**src/rtl/jk_pkg.sv**
```systemverilog
// Shared definitions for the JK bank driver: command encodings, per-cell
// excitation codes ({j,k}) and the controller state enum.
package jk_pkg;

    typedef enum logic [1:0] {
        OP_NOP    = 2'b00,
        OP_LOAD   = 2'b01,
        OP_TOGGLE = 2'b10,
        OP_CLEAR  = 2'b11
    } op_t;

    // The external cells clear on J-only and set on K-only.
    localparam logic [1:0] JK_HOLD = 2'b00;
    localparam logic [1:0] JK_CLR  = 2'b10;
    localparam logic [1:0] JK_SET  = 2'b01;
    localparam logic [1:0] JK_TGL  = 2'b11;

    typedef enum logic [1:0] {
        ST_IDLE  = 2'b00,
        ST_DRIVE = 2'b01,
        ST_CHECK = 2'b10,
        ST_DONE  = 2'b11
    } state_t;

endpackage

```
**src/rtl/jk_bank_driver_if.sv**
```systemverilog
// Command, excitation and feedback signals between a host/JK bank and the
// bank driver.
interface jk_bank_driver_if
    import jk_pkg::*;
#(
    parameter int WIDTH = 8
);
   logic             cmd_valid;
   logic             cmd_ready;
   op_t              cmd_op;
   logic [WIDTH-1:0] cmd_data;
   logic [WIDTH-1:0] j;
   logic [WIDTH-1:0] k;
   logic [WIDTH-1:0] q_fb;
   logic             busy;
   logic             done;
   logic             error;

   modport master (
      output cmd_valid, cmd_op, cmd_data, q_fb,
      input  cmd_ready, j, k, busy, done, error
   );

   modport slave (
      input  cmd_valid, cmd_op, cmd_data, q_fb,
      output cmd_ready, j, k, busy, done, error
   );
endinterface

```
**src/rtl/jk_excite.sv**
```systemverilog
// Per-cell JK excitation: toggle by mask, or set/clear a cell toward its
// target only when it differs.
module jk_excite
   import jk_pkg::*;
(
   input  logic q,
   input  logic target,
   input  logic tgl,
   output logic j,
   output logic k
);
   logic [1:0] code;

   always_comb begin
      if (tgl) begin
         code = target ? JK_TGL : JK_HOLD;
      end else if (q == target) begin
         code = JK_HOLD;
      end else begin
         code = target ? JK_SET : JK_CLR;
      end
   end

   assign {j, k} = code;
endmodule

```
**src/rtl/jk_bank_driver.sv**
```systemverilog
// Drives a bank of external JK cells to a commanded value, verifies the
// feedback and re-drives mismatched bits a bounded number of times.
module jk_bank_driver
   import jk_pkg::*;
#(
   parameter int WIDTH     = 8,
   parameter int MAX_RETRY = 3
) (
   input logic             clk,
   input logic             rst,
   jk_bank_driver_if.slave bus
);
   localparam int CNT_W = (MAX_RETRY > 0) ? $clog2(MAX_RETRY + 1) : 1;
   localparam logic [CNT_W-1:0] RETRY_LIMIT = CNT_W'(MAX_RETRY);

   state_t           state_reg, state_next;
   logic [WIDTH-1:0] expected_reg, expected_next;
   logic [WIDTH-1:0] j_reg, k_reg;
   logic [CNT_W-1:0] retry_cnt_reg;
   logic             error_reg;

   logic             ready;
   logic             accept;
   logic             match;
   logic [WIDTH-1:0] exc_target;
   logic             exc_tgl;
   logic [WIDTH-1:0] exc_j, exc_k;
   logic [WIDTH-1:0] drive_j, drive_k;

   assign ready  = (state_reg == ST_IDLE) && !rst;
   assign accept = bus.cmd_valid && ready;
   assign match  = (bus.q_fb == expected_reg);

   // State register
   always_ff @(posedge clk or posedge rst) begin
      if (rst) begin
         state_reg <= ST_IDLE;
      end else begin
         state_reg <= state_next;
      end
   end

   // Next-state logic
   always_comb begin
      state_next = state_reg;
      case (state_reg)
         ST_IDLE:  if (accept) state_next = ST_DRIVE;
         ST_DRIVE: state_next = ST_CHECK;
         ST_CHECK: begin
            if (match || (retry_cnt_reg == RETRY_LIMIT)) begin
               state_next = ST_DONE;
            end else begin
               state_next = ST_DRIVE;
            end
         end
         ST_DONE:  state_next = ST_IDLE;
         default:  state_next = ST_IDLE;
      endcase
   end

   // Outputs
   always_comb begin
      bus.cmd_ready = ready;
      bus.busy      = (state_reg != ST_IDLE);
      bus.done      = (state_reg == ST_DONE);
      bus.error     = error_reg;
      bus.j         = j_reg;
      bus.k         = k_reg;
   end

   always_comb begin
      expected_next = bus.q_fb;
      case (bus.cmd_op)
         OP_LOAD:   expected_next = bus.cmd_data;
         OP_TOGGLE: expected_next = bus.q_fb ^ bus.cmd_data;
         OP_CLEAR:  expected_next = '0;
         default:   expected_next = bus.q_fb;
      endcase
   end

   // In IDLE the excitation cells see the incoming command; otherwise they
   // compute the corrective set/clear toward the latched expectation.
   always_comb begin
      exc_target = expected_reg;
      exc_tgl    = 1'b0;
      if (state_reg == ST_IDLE) begin
         case (bus.cmd_op)
            OP_LOAD:   begin exc_target = bus.cmd_data; exc_tgl = 1'b0; end
            OP_TOGGLE: begin exc_target = bus.cmd_data; exc_tgl = 1'b1; end
            default:   begin exc_target = '0;           exc_tgl = 1'b1; end
         endcase
      end
   end

   generate
      for (genvar gi = 0; gi < WIDTH; gi++) begin : g_cell
         jk_excite u_excite (
            .q      (bus.q_fb[gi]),
            .target (exc_target[gi]),
            .tgl    (exc_tgl),
            .j      (exc_j[gi]),
            .k      (exc_k[gi])
         );
      end
   endgenerate

   // CLEAR asserts J on every cell regardless of its current value.
   always_comb begin
      drive_j = exc_j;
      drive_k = exc_k;
      if ((state_reg == ST_IDLE) && (bus.cmd_op == OP_CLEAR)) begin
         drive_j = '1;
         drive_k = '0;
      end
   end

   always_ff @(posedge clk or posedge rst) begin
      if (rst) begin
         j_reg         <= '0;
         k_reg         <= '0;
         expected_reg  <= '0;
         retry_cnt_reg <= '0;
         error_reg     <= 1'b0;
      end else begin
         if (state_next == ST_DRIVE) begin
            j_reg <= drive_j;
            k_reg <= drive_k;
         end else begin
            j_reg <= '0;
            k_reg <= '0;
         end

         if (accept) begin
            expected_reg  <= expected_next;
            retry_cnt_reg <= '0;
            error_reg     <= 1'b0;
         end else if ((state_reg == ST_CHECK) && !match) begin
            if (retry_cnt_reg == RETRY_LIMIT) begin
               error_reg <= 1'b1;
            end else begin
               retry_cnt_reg <= retry_cnt_reg + 1'b1;
            end
         end
      end
   end
endmodule

```
**src/flat_wrapper.sv**
```systemverilog
// flat-port wrapper written by rule: the top's interface ports become plain ports
module jk_bank_driver_flat import jk_pkg::*;
#(
   parameter int WIDTH     = 8,
   parameter int MAX_RETRY = 3
)
  (clk, rst, bus_cmd_valid, bus_cmd_op, bus_cmd_data, bus_q_fb, bus_cmd_ready, bus_j, bus_k, bus_busy, bus_done, bus_error);
  jk_bank_driver_if #(.WIDTH(WIDTH)) bus_i ();
  input logic clk;
  input logic rst;
  input wire logic [$bits(bus_i.cmd_valid)-1:0] bus_cmd_valid;
  input wire logic [$bits(bus_i.cmd_op)-1:0] bus_cmd_op;
  input wire logic [$bits(bus_i.cmd_data)-1:0] bus_cmd_data;
  input wire logic [$bits(bus_i.q_fb)-1:0] bus_q_fb;
  output wire logic [$bits(bus_i.cmd_ready)-1:0] bus_cmd_ready;
  output wire logic [$bits(bus_i.j)-1:0] bus_j;
  output wire logic [$bits(bus_i.k)-1:0] bus_k;
  output wire logic [$bits(bus_i.busy)-1:0] bus_busy;
  output wire logic [$bits(bus_i.done)-1:0] bus_done;
  output wire logic [$bits(bus_i.error)-1:0] bus_error;
  assign bus_i.cmd_valid = bus_cmd_valid;
  assign bus_i.cmd_op = bus_cmd_op;
  assign bus_i.cmd_data = bus_cmd_data;
  assign bus_i.q_fb = bus_q_fb;
  assign bus_cmd_ready = bus_i.cmd_ready;
  assign bus_j = bus_i.j;
  assign bus_k = bus_i.k;
  assign bus_busy = bus_i.busy;
  assign bus_done = bus_i.done;
  assign bus_error = bus_i.error;
  jk_bank_driver #(.WIDTH(WIDTH), .MAX_RETRY(MAX_RETRY)) u_core (.clk(clk), .rst(rst), .bus(bus_i));
endmodule
```
**config.mk**
```make
export PLATFORM = sky130hd
export DESIGN_NAME = jk_bank_driver_flat
export DESIGN_NICKNAME = d
export VERILOG_FILES = /design/src/rtl/jk_pkg.sv /design/src/rtl/jk_bank_driver_if.sv /design/src/rtl/jk_excite.sv /design/src/rtl/jk_bank_driver.sv /design/src/flat_wrapper.sv
export SDC_FILE = /design/constraint.sdc
export NUM_CORES = 1
export LEC_CHECK = 0
export BUFFER_PORTS_ARGS = -buffer_cell sky130_fd_sc_hd__buf_4
export CORE_MARGIN = 2
export CORE_UTILIZATION = 50
export CTS_BUF_LIST = sky130_fd_sc_hd__clkbuf_8
export DETAILED_ROUTE_END_ITERATION = 10
export GPL_TIMING_DRIVEN = 0
export PLACE_DENSITY = 0.75
export SLEW_MARGIN = 10
export SYNTH_ARGS = -nofsm -noshare
export SYNTH_HDL_FRONTEND = slang
export SYNTH_SLANG_ARGS = --single-unit
```
**constraint.sdc**
```tcl
create_clock -name clk -period 1.6 [get_ports clk]
set_input_delay 0.16 -clock clk [delete_from_list [all_inputs] [get_ports clk]]
set_output_delay 0.16 -clock clk [all_outputs]
set_load 0.01 [all_outputs]
```
======== Yosys cells after proc, flatten, opt, wreduce, memory -nomap -nowiden ========
Cells that the tools add are included.
word-level totals
  word-level logic and storage cells ...... 90
  input port bits ......................... 21
  flip-flop bits (word level) ............. 29
  output and inout bits ................... 20
operators by class
  reduce and logical (&&, ||, !) cells .... 14
  add/sub/neg operators ................... 1
  muxes and demuxes ....................... 50
  eq/ne operators ......................... 18
  bitwise gates (word level) .............. 1
operators with widths
  operator                                                                 number
  2-bit 2-to-1 mux                                                         37
  8-bit 2-to-1 mux                                                         6
  8-bit one-hot mux with 3 select lines                                    1
  2-bit == test, second input constant                                     5
  1-bit == test                                                            8
  8-bit == test                                                            1
  2-bit one-hot mux with 4 select lines                                    1
  8-bit bitwise XOR                                                        1
  2-bit by 1-bit == test with 1-bit output, second input constant          3
  2-bit nonzero test                                                       3
  1-bit 2-to-1 mux                                                         5
  1-bit logical AND                                                        4
  2-bit AND reduction                                                      2
  2-bit by 1-bit adder with 2-bit output, second input constant            1
  1-bit zero test                                                          2
  2-bit zero test                                                          1
  2-bit by 1-bit inequality test with 1-bit output, second input constant  1
  2-bit OR reduction                                                       1
  1-bit logical OR                                                         1

======== Logic depth before layout (Yosys ltp) ========
  depth in word-level cells ............... 9
  mapped depth ............................ 8
  depth with buffers taken out ............ 6

======== Hierarchy ========
A second synthesis with hierarchy kept.
unflattened totals
  cell total of the unflattened synthesis .. 218
  area total of the unflattened synthesis .. 1805.5 um2
by module, submodules not included
  module          times used  seq. area each (um2)  cells an instance  area each (um2)
  jk_bank_driver  1           725.7                 186                1635.3
  jk_excite       8           0.0                   4                  21.3

======== Least setup slack after synthesis ========
Ideal clock, no wire load.
  path type ............................... register -> register
  from .................................... register u_core.expected_reg[4]
  to ...................................... register u_core.j_reg[6], in the netlist u_core.bus.j[6]
  clock period less this slack ............ 1.348 ns
  setup slack ............................. 0.252 ns
  stages on the path, launching flop included .. 6
  library setup time ...................... 0.125 ns
  required time ........................... 1.475 ns
  buffers on the path ..................... 1
  arrival time ............................ 1.223 ns
  cell sequence ........................... dfrtp_1 > xnor2_2 > nand4_2 > o21ai_4 > buf_8 > a2bb2oi_1
between the ends
  word-level cells in the longest chain between the ends .. 6
RTL lines
  what                                      RTL line               text
  start, declared                           jk_bank_driver.sv:17   logic [WIDTH-1:0] expected_reg, expected_next;
  start signal, assigned                    jk_bank_driver.sv:134  expected_reg <= expected_next;
  8-bit == test                             jk_bank_driver.sv:32   assign match = (bus.q_fb == expected_reg);
  1-bit logical OR                          jk_bank_driver.sv:50   if (match || (retry_cnt_reg == RETRY_LIMIT)) begin
  2-bit 2-to-1 mux                          jk_bank_driver.sv:50
  2-bit one-hot mux with 4 select lines     jk_bank_driver.sv:46   case (state_reg)
  2-bit by 1-bit == test with 1-bit output  jk_bank_driver.sv:125  if (state_next == ST_DRIVE) begin
  8-bit 2-to-1 mux                          jk_bank_driver.sv:125
  end signal, assigned                      jk_bank_driver.sv:126  j_reg <= drive_j;
  end, declared                             jk_bank_driver.sv:18   logic [WIDTH-1:0] j_reg, k_reg;
Every way passes these cells.
A chain may end at the register's enable or synchronous reset.

======== Worst setup path in the final report ========
  from .................................... register u_core.expected_reg[2]
  to ...................................... register u_core.j_reg[4], in the netlist u_core.bus.j[4]
The elaborated chain is that of the path after synthesis.

==> metrics.csv <==
metric,value,unit
RSZ-0062 raised after global routing,yes,
area of the multi-input gates,925.9,µm²
CP max stage cell,sky130_fd_sc_hd__dfrtp_1,
number of flops mapped to enable cells by yosys,0,
CP peak stage delay,0.42,ns
H-tree depth,2,
net total in the final layout,285,
start-to-end type of the worst setup path,reg2reg,
Starting Density,52.89,%
relative max-transition margin,28.31,%
number of fillers in the final layout,303,
core occupancy in the finished layout,66.26,%
site row count,21,
root buffer cell,sky130_fd_sc_hd__clkbuf_8,
Core Region,0.003416,mm²
Remaining DRCs,0,
final count of hold timing violations,0,
count of max-cap constraint violations,0,
leading area contributor after synthesis,sky130_fd_sc_hd__dfrtp_1,
global route overflow,0,
number of max-slew violations in the final report,0,
largest fanout of any net on the critical path,10,
Setup crit end kind,flop,
count of hold-fix buffers inserted at cts,0,
share of final-layout standard cells stronger than drive strength 1,26.92,%
number of inserted diodes,0,
worst-skew pair later-pin latency,0.29,ns
Mapped Cells,210,
number of failing setup endpoints in the final timing report,0,
Post-Syn Area per Cell,8.603,µm²
cell chain of the critical path,xnor2_1 > nand4_1 > o21ai_4 > buf_8 > a2bb2oi_1,
DIE WIDTH,64.11,µm
antenna violations before repair,0,
DRC marker count from the first detailed-route iteration,103,
detailed-routing iteration count for the pre-antenna-repair pass,4,
CTS Sinks,29,
run status,finished clean,
deepest clock path buffer count,2,
clock input transition at the sequential cells of the worst setup and hold paths,0.07,ns
via count normalized by instance count,5.304,
total design power,3.282,mW
required time of the critical path,1.76,ns
pin slew with the least headroom to its limit,1.074,ns
first-pass GRT wire length,6948,µm
"Async S/R FF share, synth",100.0,%
area share of the largest cell type after synthesis,40.17,%
via total after detailed routing,1623,
cell area after technology mapping,0.001807,mm²
"Warnings, synthesis",0,
"Primary FF master, synth",sky130_fd_sc_hd__dfrtp_1,
CTS Buf Count,5,
TritonCTS clock tree,built,
kind of launch point of the worst setup path,flop,
vias in the first global route,1487,
die height,64.11,µm
skew final,0.01067,ns
Antenna Violating Nets Remaining,0,
count of buffers inserted at the top-level ports,40,
count of cell types in the netlist,38,
worst supply voltage drop on vdd,0.7419,mV
wire length after detailed routing,4077,µm
ranking of synthesized cells by instance count,"31 x sky130_fd_sc_hd__o21ai_0, 29 x sky130_fd_sc_hd__dfrtp_1, 29 x sky130_fd_sc_hd__nand2_1",
synthesis-stage register bit count,29,
leakage power,1.127,nW
placed wire-length estimate,3100,µm
most frequent cell after synthesis,sky130_fd_sc_hd__o21ai_0,
"Period Utilization, post-route",97.35,%
die area,0.004110,mm²
sequential area share after synthesis,40.17,%
sequential cell area in the final layout,725.7,µm²
hold slack,0.1577,ns
Max Fclk,0.6420,GHz
Power Density,1450,mW/mm²
layout overhead on the synthesized area,25.28,%
data arrival time of the critical path,1.72,ns
WL/cell,13.32,µm
I/O Pins,41,
global-route usage over all layers,21.85,%
top post-synthesis cells by area,"sky130_fd_sc_hd__dfrtp_1 40%, sky130_fd_sc_hd__o21ai_0 8.6%, sky130_fd_sc_hd__nand2_1 6.0%, sky130_fd_sc_hd__a21oi_1 5.0%, sky130_fd_sc_hd__inv_1 3.9%",
path type of the worst min-delay path,in2async,
final critical path time including I/O delays and setup,1.558,ns
net count after synthesis,236,
maximum number of pins on one net before global-route repair,30,
final estimated routing congestion in global placement,0.8925,
-- cells by family (layout without fill, tap and decap cells) --
kind of cell | Yosys count | in the layout | synth area share, %
DFF | 29 | 29 | 40.17
buffers and inverters | 34 | 84 | 8.587
and+or+nand+nor | 57 | 57 | 15.10
AOI/OAI and AO/OA | 73 | 73 | 26.04
adders and majority gates | 5 | 5 | 3.463
xor gates and xnor gates | 8 | 8 | 4.294
muxes | 4 | 4 | 2.355
-- per-layer routing --
metal	GRT usage, %	up-vias	wire [µm]
li1	-	831	-
met1	29.32	731	1893
met2	33.59	52	1856
met3	4.754	9	249
met4	10.37	0	76
met5	0	-	0
-- worst max-delay path: cells and delay by family (launching register included) --
family	cells	cell delay, ns
XOR/XNOR	1	0.19
flip-flops	1	0.42
AND/OR/NAND/NOR	1	0.24
AO/OA/AOI/OAI	2	0.40
buffers and inverters	1	0.18
-- path summary, 6_finish.rpt --
check | from | end | slack [ns] | cells past startpoint
setup / recovery | u_core.expected_reg[2] | u_core.bus.j[4] | 0.04 | 5
hold / removal | rst | u_core.expected_reg[2] | 0.16 | 2
setup reg to reg | u_core.expected_reg[2] | u_core.bus.j[4] | 0.04 | 5
hold reg to reg | u_core.retry_cnt_reg[0] | u_core.retry_cnt_reg[0] | 0.49 | 1
max in group asynchronous | rst | u_core.bus.j[0] | 0.79 | 2
min in group clk | bus_q_fb[2] | u_core.bus.k[2] | 0.18 | 4
-- cells in the final DEF, fill, tap and decap left out, types with 2 or more instances in the layout --
master,count
sky130_fd_sc_hd__buf_2,7
sky130_fd_sc_hd__a222oi_1,2
sky130_fd_sc_hd__clkbuf_8,5
sky130_fd_sc_hd__xnor2_1,7
sky130_fd_sc_hd__mux2i_1,2
sky130_fd_sc_hd__o32a_1,6
sky130_fd_sc_hd__ha_1,5
sky130_fd_sc_hd__inv_1,20
sky130_fd_sc_hd__a21oi_1,18
sky130_fd_sc_hd__nand2_1,29
sky130_fd_sc_hd__nor3_1,8
sky130_fd_sc_hd__buf_4,42
sky130_fd_sc_hd__o21ai_0,31
sky130_fd_sc_hd__a21oi_2,2
sky130_fd_sc_hd__nand3_1,8
sky130_fd_sc_hd__a2bb2oi_1,7
sky130_fd_sc_hd__nor2b_1,3
sky130_fd_sc_hd__clkinv_2,2
sky130_fd_sc_hd__mux2_2,2
sky130_fd_sc_hd__dfrtp_1,29
sky130_fd_sc_hd__clkbuf_1,4
-- timing repair --
item                                    CTS  global route
cloned                                    0             0
endpoints found under the setup margin    2            17
setup buffers                             2             0
gates resized for setup                   0             2
pin swaps                                 1             2
-- per-stage QoR --
stage               instance area [µm²]  instances   TNS, ns  setup WS [ns]
detailed placement                 2165        296   -0.2141       -0.05764
floorplan                          1807        210         0         0.2519
global placement                   2165        296  -0.02655       -0.02655
finish                             2263        306         0        0.04233
global route                       2263        306   -0.2059       -0.03741
CTS                                2262        306         0        0.02667
-- area by class of cell --
cell class | count | share of cell area (%)
clock inverters | 3 | 0.6081
flip-flops and latches | 29 | 32.06
well taps | 46 | 2.543
multi-input cells | 147 | 40.91
clock buffers | 5 | 3.040
inverters | 20 | 3.317
plain buffers | 14 | 3.593
repair buffers | 42 | 13.93
-- power breakdown --
| group | internal (mW) | leakage (nW) | switching (mW) | total, mW |
|---|---|---|---|---|
| logic | 0.735 | 0.691 | 0.831 | 1.57 |
| registers | 0.973 | 0.387 | 0.174 | 1.15 |
| clock network | 0.294 | 0.0491 | 0.276 | 0.570 |
| total | 2.00 | 1.13 | 1.28 | 3.28 |
(Power assumes the default switching activity.)
